**config.mk**
```make
export PLATFORM = sky130hd
export DESIGN_NAME = serial_tx_tick
export DESIGN_NICKNAME = d
export VERILOG_FILES = /design/src/rtl/serial_tx_pkg.sv /design/src/rtl/tick_edge_sync.sv /design/src/rtl/serial_tx_tick.sv
export SDC_FILE = /design/constraint.sdc
export NUM_CORES = 1
export LEC_CHECK = 0
export BUFFER_PORTS_ARGS = -buffer_cell sky130_fd_sc_hd__clkbuf_2
export CELL_PAD_IN_SITES_DETAIL_PLACEMENT = 0
export CELL_PAD_IN_SITES_GLOBAL_PLACEMENT = 2
export CORE_AREA = 2 2 60 62
export CTS_BUF_LIST = sky130_fd_sc_hd__clkbuf_8
export DETAILED_ROUTE_END_ITERATION = 12
export DIE_AREA = 0 0 62 64
export PLACE_DENSITY_LB_ADDON = 0.3
export SYNTH_ARGS = -nofsm -noshare
export SYNTH_HDL_FRONTEND = slang
export SYNTH_SLANG_ARGS = --single-unit
export TNS_END_PERCENT = 100
```
**constraint.sdc**
```tcl
create_clock -name clk -period 1.33 [get_ports clk]
set_input_delay 0.133 -clock clk [delete_from_list [all_inputs] [get_ports clk]]
set_output_delay 0.133 -clock clk [all_outputs]
set_load 0.02 [all_outputs]
```
**src/rtl/serial_tx_pkg.sv**
```systemverilog
// Shared types and line levels for the tick-paced serial transmitter.
package serial_tx_pkg;

    typedef enum logic [2:0] {
        ST_IDLE,
        ST_WAIT,
        ST_START,
        ST_DATA,
        ST_PARITY,
        ST_STOP
    } state_t;

    localparam logic IDLE_LEVEL  = 1'b1;
    localparam logic START_LEVEL = 1'b0;

endpackage

```
**src/rtl/tick_edge_sync.sv**
```systemverilog
// Brings an asynchronous bit-rate square wave into clk and emits one
// clk-wide pulse per rising edge of it.
module tick_edge_sync (
    input  logic clk,
    input  logic rst,
    input  logic tick_clk,
    output logic bit_tick
);

    logic sync1;
    logic sync2;
    logic sync3;

    always_ff @(posedge clk or negedge rst) begin
        if (!rst) begin
            sync1 <= 1'b0;
            sync2 <= 1'b0;
            sync3 <= 1'b0;
        end else begin
            sync1 <= tick_clk;
            sync2 <= sync1;
            sync3 <= sync2;
        end
    end

    assign bit_tick = sync2 & ~sync3;

endmodule

```
**src/rtl/serial_tx_tick.sv**
```systemverilog
// Serial frame transmitter paced by an external bit-rate tick:
// start bit, LSB-first data, optional even parity, 1 or 2 stop bits.
module serial_tx_tick
    import serial_tx_pkg::*;
#(
    parameter int DATA_W    = 8,
    parameter int PARITY_EN = 0,
    parameter int STOP_BITS = 1
) (
    input  logic              clk,
    input  logic              rst,
    input  logic              tick_clk,
    input  logic [DATA_W-1:0] tx_data,
    input  logic              tx_valid,
    output logic              tx_ready,
    output logic              tx_out,
    output logic              tx_busy,
    output logic              tx_done
);

    localparam int CW = $clog2(DATA_W + 1);
    localparam logic [CW-1:0] LAST_BIT = CW'(DATA_W - 1);
    localparam logic STOP_LAST = (STOP_BITS == 2);

    state_t            state;
    logic [DATA_W-1:0] shreg;
    logic [CW-1:0]     bit_cnt;
    logic              stop_cnt;
    logic              parity;
    logic              bit_tick;

    tick_edge_sync u_sync (
        .clk      (clk),
        .rst      (rst),
        .tick_clk (tick_clk),
        .bit_tick (bit_tick)
    );

    assign tx_busy  = (state != ST_IDLE);
    assign tx_ready = ~tx_busy;

    // tx_out is only ever loaded on the edge that consumes bit_tick
    always_ff @(posedge clk or negedge rst) begin
        if (!rst) begin
            state    <= ST_IDLE;
            tx_out   <= IDLE_LEVEL;
            tx_done  <= 1'b0;
            shreg    <= '0;
            bit_cnt  <= '0;
            stop_cnt <= 1'b0;
            parity   <= 1'b0;
        end else begin
            tx_done <= 1'b0;
            case (state)
                ST_IDLE: begin
                    if (tx_valid && tx_ready) begin
                        shreg  <= tx_data;
                        parity <= ^tx_data;
                        state  <= ST_WAIT;
                    end
                end
                ST_WAIT: begin
                    if (bit_tick) begin
                        state  <= ST_START;
                        tx_out <= START_LEVEL;
                    end
                end
                ST_START: begin
                    if (bit_tick) begin
                        state   <= ST_DATA;
                        tx_out  <= shreg[0];
                        bit_cnt <= '0;
                    end
                end
                ST_DATA: begin
                    if (bit_tick) begin
                        shreg   <= shreg >> 1;
                        bit_cnt <= bit_cnt + CW'(1);
                        if (bit_cnt == LAST_BIT) begin
                            if (PARITY_EN != 0) begin
                                state  <= ST_PARITY;
                                tx_out <= parity;
                            end else begin
                                state    <= ST_STOP;
                                tx_out   <= IDLE_LEVEL;
                                stop_cnt <= 1'b0;
                            end
                        end else begin
                            tx_out <= shreg[1];
                        end
                    end
                end
                ST_PARITY: begin
                    if (bit_tick) begin
                        state    <= ST_STOP;
                        tx_out   <= IDLE_LEVEL;
                        stop_cnt <= 1'b0;
                    end
                end
                ST_STOP: begin
                    if (bit_tick) begin
                        if (stop_cnt == STOP_LAST) begin
                            state    <= ST_IDLE;
                            tx_done  <= 1'b1;
                            stop_cnt <= 1'b0;
                            bit_cnt  <= '0;
                        end else begin
                            stop_cnt <= stop_cnt + 1'b1;
                        end
                    end
                end
                default: begin
                    state  <= ST_IDLE;
                    tx_out <= IDLE_LEVEL;
                end
            endcase
        end
    end

endmodule

```
==> impl_metrics.csv <==
group,metric,value,unit
synthesis,ys_warn_count,0,
drt,drtPass1Iterations,4,
layout,fin_cells,189,
synthesis,ys_types,33,
synthesis,postSynthCellCount,105,
clock_network,cts.sinks,20,
clock_network,cts_buffer_depth,2,
sta,finalHoldViolations,0,
worst_setup_path,r2r_slack,-0.11,ns
run_status,status,"finished, violations left",
layout,final_nets,157,
power,p_per_area,1610,nW/um2
grt,met1_usage,0.166,
grt,grt_pass1_vias,951,
drt,drt_iter0_markers,15,
clock_network,path_clk_slew,0.08,ns
layout,diodes,0,
worst_setup_path,r2r_end,"shreg[1]",
synthesis,ys.flop_type,"dfrtp_1",
worst_setup_path,critPathCaptureType,"flip-flop",
grt,met3_usage,0.0344,
sta,setup_slack,-0.112,ns
worst_setup_path,slowest_delay,0.39,ns
floorplan,start_util,0.311,
worst_setup_path,endpoint,"shreg[1]",
floorplan,core-area,3280,um2
synthesis,postSynthAreaPerCell,9.72,um2
floorplan,die_w,62,um
layout,drive_gt1_frac,0.420,
sta,clock.fmax,694,MHz
grt,antenna_found_initial,0,
sta,min_period,1.44,ns
clock_network,htreeDepth,1,
drt,viasPerCell,4.81,
sta,tightest_slew,0.526,ns
worst_setup_path,startpoint_type,"flip-flop",
placement,dp_hpwl,1670,um
power,post-layout-total-power,2.33,mW
drt,totalWireLength,2380,um
sta,post-route-period-util,1.08,
placement,portBuffers,15,
synthesis,ys_seq_area_frac,0.491,
worst_hold_path,hold_path.class,"primary input to flip-flop",
grt,track_usage,0.139,
sta,setup_viol,10,
worst_setup_path,critPathLaunch,"state[0]",
clock_network,numCtsBuffers,3,
placement,place.gp.congestion,0.791,
synthesis,syn_nets,118,
clock_network,clk_latency,0.26,ns
power,peakVddDrop,555,uV
run_status,violations,"setup timing",
worst_setup_path,critical_path_arrival,1.63,ns
layout,syn_to_final_growth,41.7,%
floorplan,ios,16,
drt,drc_errors,0,
worst_setup_path,r2r_cells,6,
power,power_leakage,0.628,nW
sta,slew_headroom,0.650,
grt,grt_max_degree,21,
synthesis,async_flop_share,1.00,
clock_network,root_buffer,"clkbuf_8",
synthesis,synth-edff-count,0,
sta,rsz0062_at_grt,"true",
floorplan,die-area,3970,um2
worst_setup_path,crit_slowest_cell,"dfrtp_1",
worst_setup_path,worstSetupPathType,"flip-flop to flip-flop",
run,drv_cap,0,
floorplan,fp-row-count,21,
worst_setup_path,path_buf_inv,2,
grt,met2_usage,0.234,
grt,grt_pass1_wl,4130,um
worst_hold_path,holdPathStages,3,
floorplan,dieHeight,64,um
worst_hold_path,hp-start,"tx_data[7]",
drt,drt.antenna.violating_nets,0,
sta,clock_skew,0.00463,ns
grt,top_usage_layer,"met2",
worst_setup_path,timing.rr.start,"state[0]",
drt,num_vias,909,
worst_setup_path,crit_chain,"buf_4, or3b_4, a21oi_4, buf_12, nor2_1, a21oi_1",
worst_setup_path,required,1.52,ns
grt,grt-ovfl-total,0,
synthesis,netlist_area,1020,um2
placement,place_inst,178,
drt,routedWlPerCell,12.6,um
worst_setup_path,cpLargestDelayFamily,"simple AND/OR/NAND/NOR gates",
sta,finalHoldWorstSlack,0.111,ns
sta,slew_violations,0,
worst_setup_path,path_max_fanout,15,
clock_network,cts_tree,"yes",
worst_setup_path,cp.depth,6,
synthesis,ys_ff_latch,20,
[what timing repair did]
action                                 CTS  global route
endpoints found under the hold margin   20             0
resized for setup                       12             7
buffers inserted                         5             0
hold buffers                             2             0
pin swaps                                1             1
setup endpoints to repair               12            17
[sequential cells by signal, indices dropped and copies added (netlist names)]
register      cells
bit_cnt           4
shreg             8
state             3
tx_done           1
tx_out            1
u_sync.sync1      1
u_sync.sync2      1
u_sync.sync3      1
[worst min-delay path, stage by stage]
cell,delay (ns)
clkbuf_2,0.07
nand3_1,0.06
o21ai_0,0.07
[placed cells by master, fill, tap and decap left out, drive strengths merged, types with 2 or more instances in the layout]
cell,n
buf,24
dfrtp,19
clkbuf,18
a21oi,14
nor2,13
nand2,8
mux2i,7
o21ai,6
nand3,6
inv,4
nand4b,2
dlygate4sd3,2
nor3,2
[power breakdown]
part / internal, mW / switching (mW) / total (mW)
Combinational: 0.504 / 0.442 / 0.946
Clock: 0.264 / 0.205 / 0.469
Sequential: 0.794 / 0.120 / 0.914
[synth_stat cells (2+ instances only)]
cell type	instances	area, um2
dfrtp_1	19	475
nand4b_1	2	17.5
nor2_1	13	48.8
inv_1	4	15.0
buf_6	2	22.5
o21ai_0	6	30.0
nor3_1	2	10.0
a21oi_2	2	17.5
a21oi_1	11	55.1
nand3_1	6	30.0
nand2_1	8	30.0
mux2i_1	7	70.1
clkbuf_1	3	11.3
[layer usage]
layer  part of all wire  wire length [um]
met1               0.42               990
met2               0.53              1250
met3              0.045               106
met4              0.011                27
met5                  0                 0
[cells by family (layout without fill, tap and decap cells)]
| kind of cell | Yosys count | in the layout | share of synthesized area |
|---|---|---|---|
| simple gates | 40 | 40 | 0.201 |
| compound gates | 27 | 27 | 0.174 |
| flops | 20 | 20 | 0.491 |
| buf+inv | 10 | 48 | 0.0527 |
| mux | 7 | 7 | 0.0686 |
| fa+ha+maj | 1 | 1 | 0.0123 |
[worst min-delay path by stage]
stage,end,slack [ns]
after floorplan,bit_cnt[0],-0.16
after global placement,bit_cnt[2],0.14
after detailed placement,bit_cnt[2],0.13
after CTS,shreg[7],0.11
after global routing,shreg[7],0.15
final,shreg[7],0.11
[per-stage QoR]
| stage | setup WS [ns] | instance area (um2) | TNS (ns) | utilization |
|---|---|---|---|---|
| floorplan | -0.0750 | 1030 | -0.482 | - |
| global placement | -0.00874 | 1270 | -0.0192 | 0.386 |
| detailed placement | -0.0311 | 1270 | -0.0919 | 0.386 |
| CTS | -0.127 | 1420 | -1.03 | 0.433 |
| global route | -0.198 | 1450 | -1.65 | 0.440 |
| finish | -0.112 | 1450 | -0.929 | 0.440 |
[final cells by class]
cell class | instances | area [um2]
sequential | 20 | 503
timing repair buffer | 40 | 303
multi-input combinational | 75 | 513
fill | 335 | 1840
tap | 46 | 57.6
inverter | 4 | 15.0
clock buffer | 4 | 55.1
(Power assumes the default switching activity.)
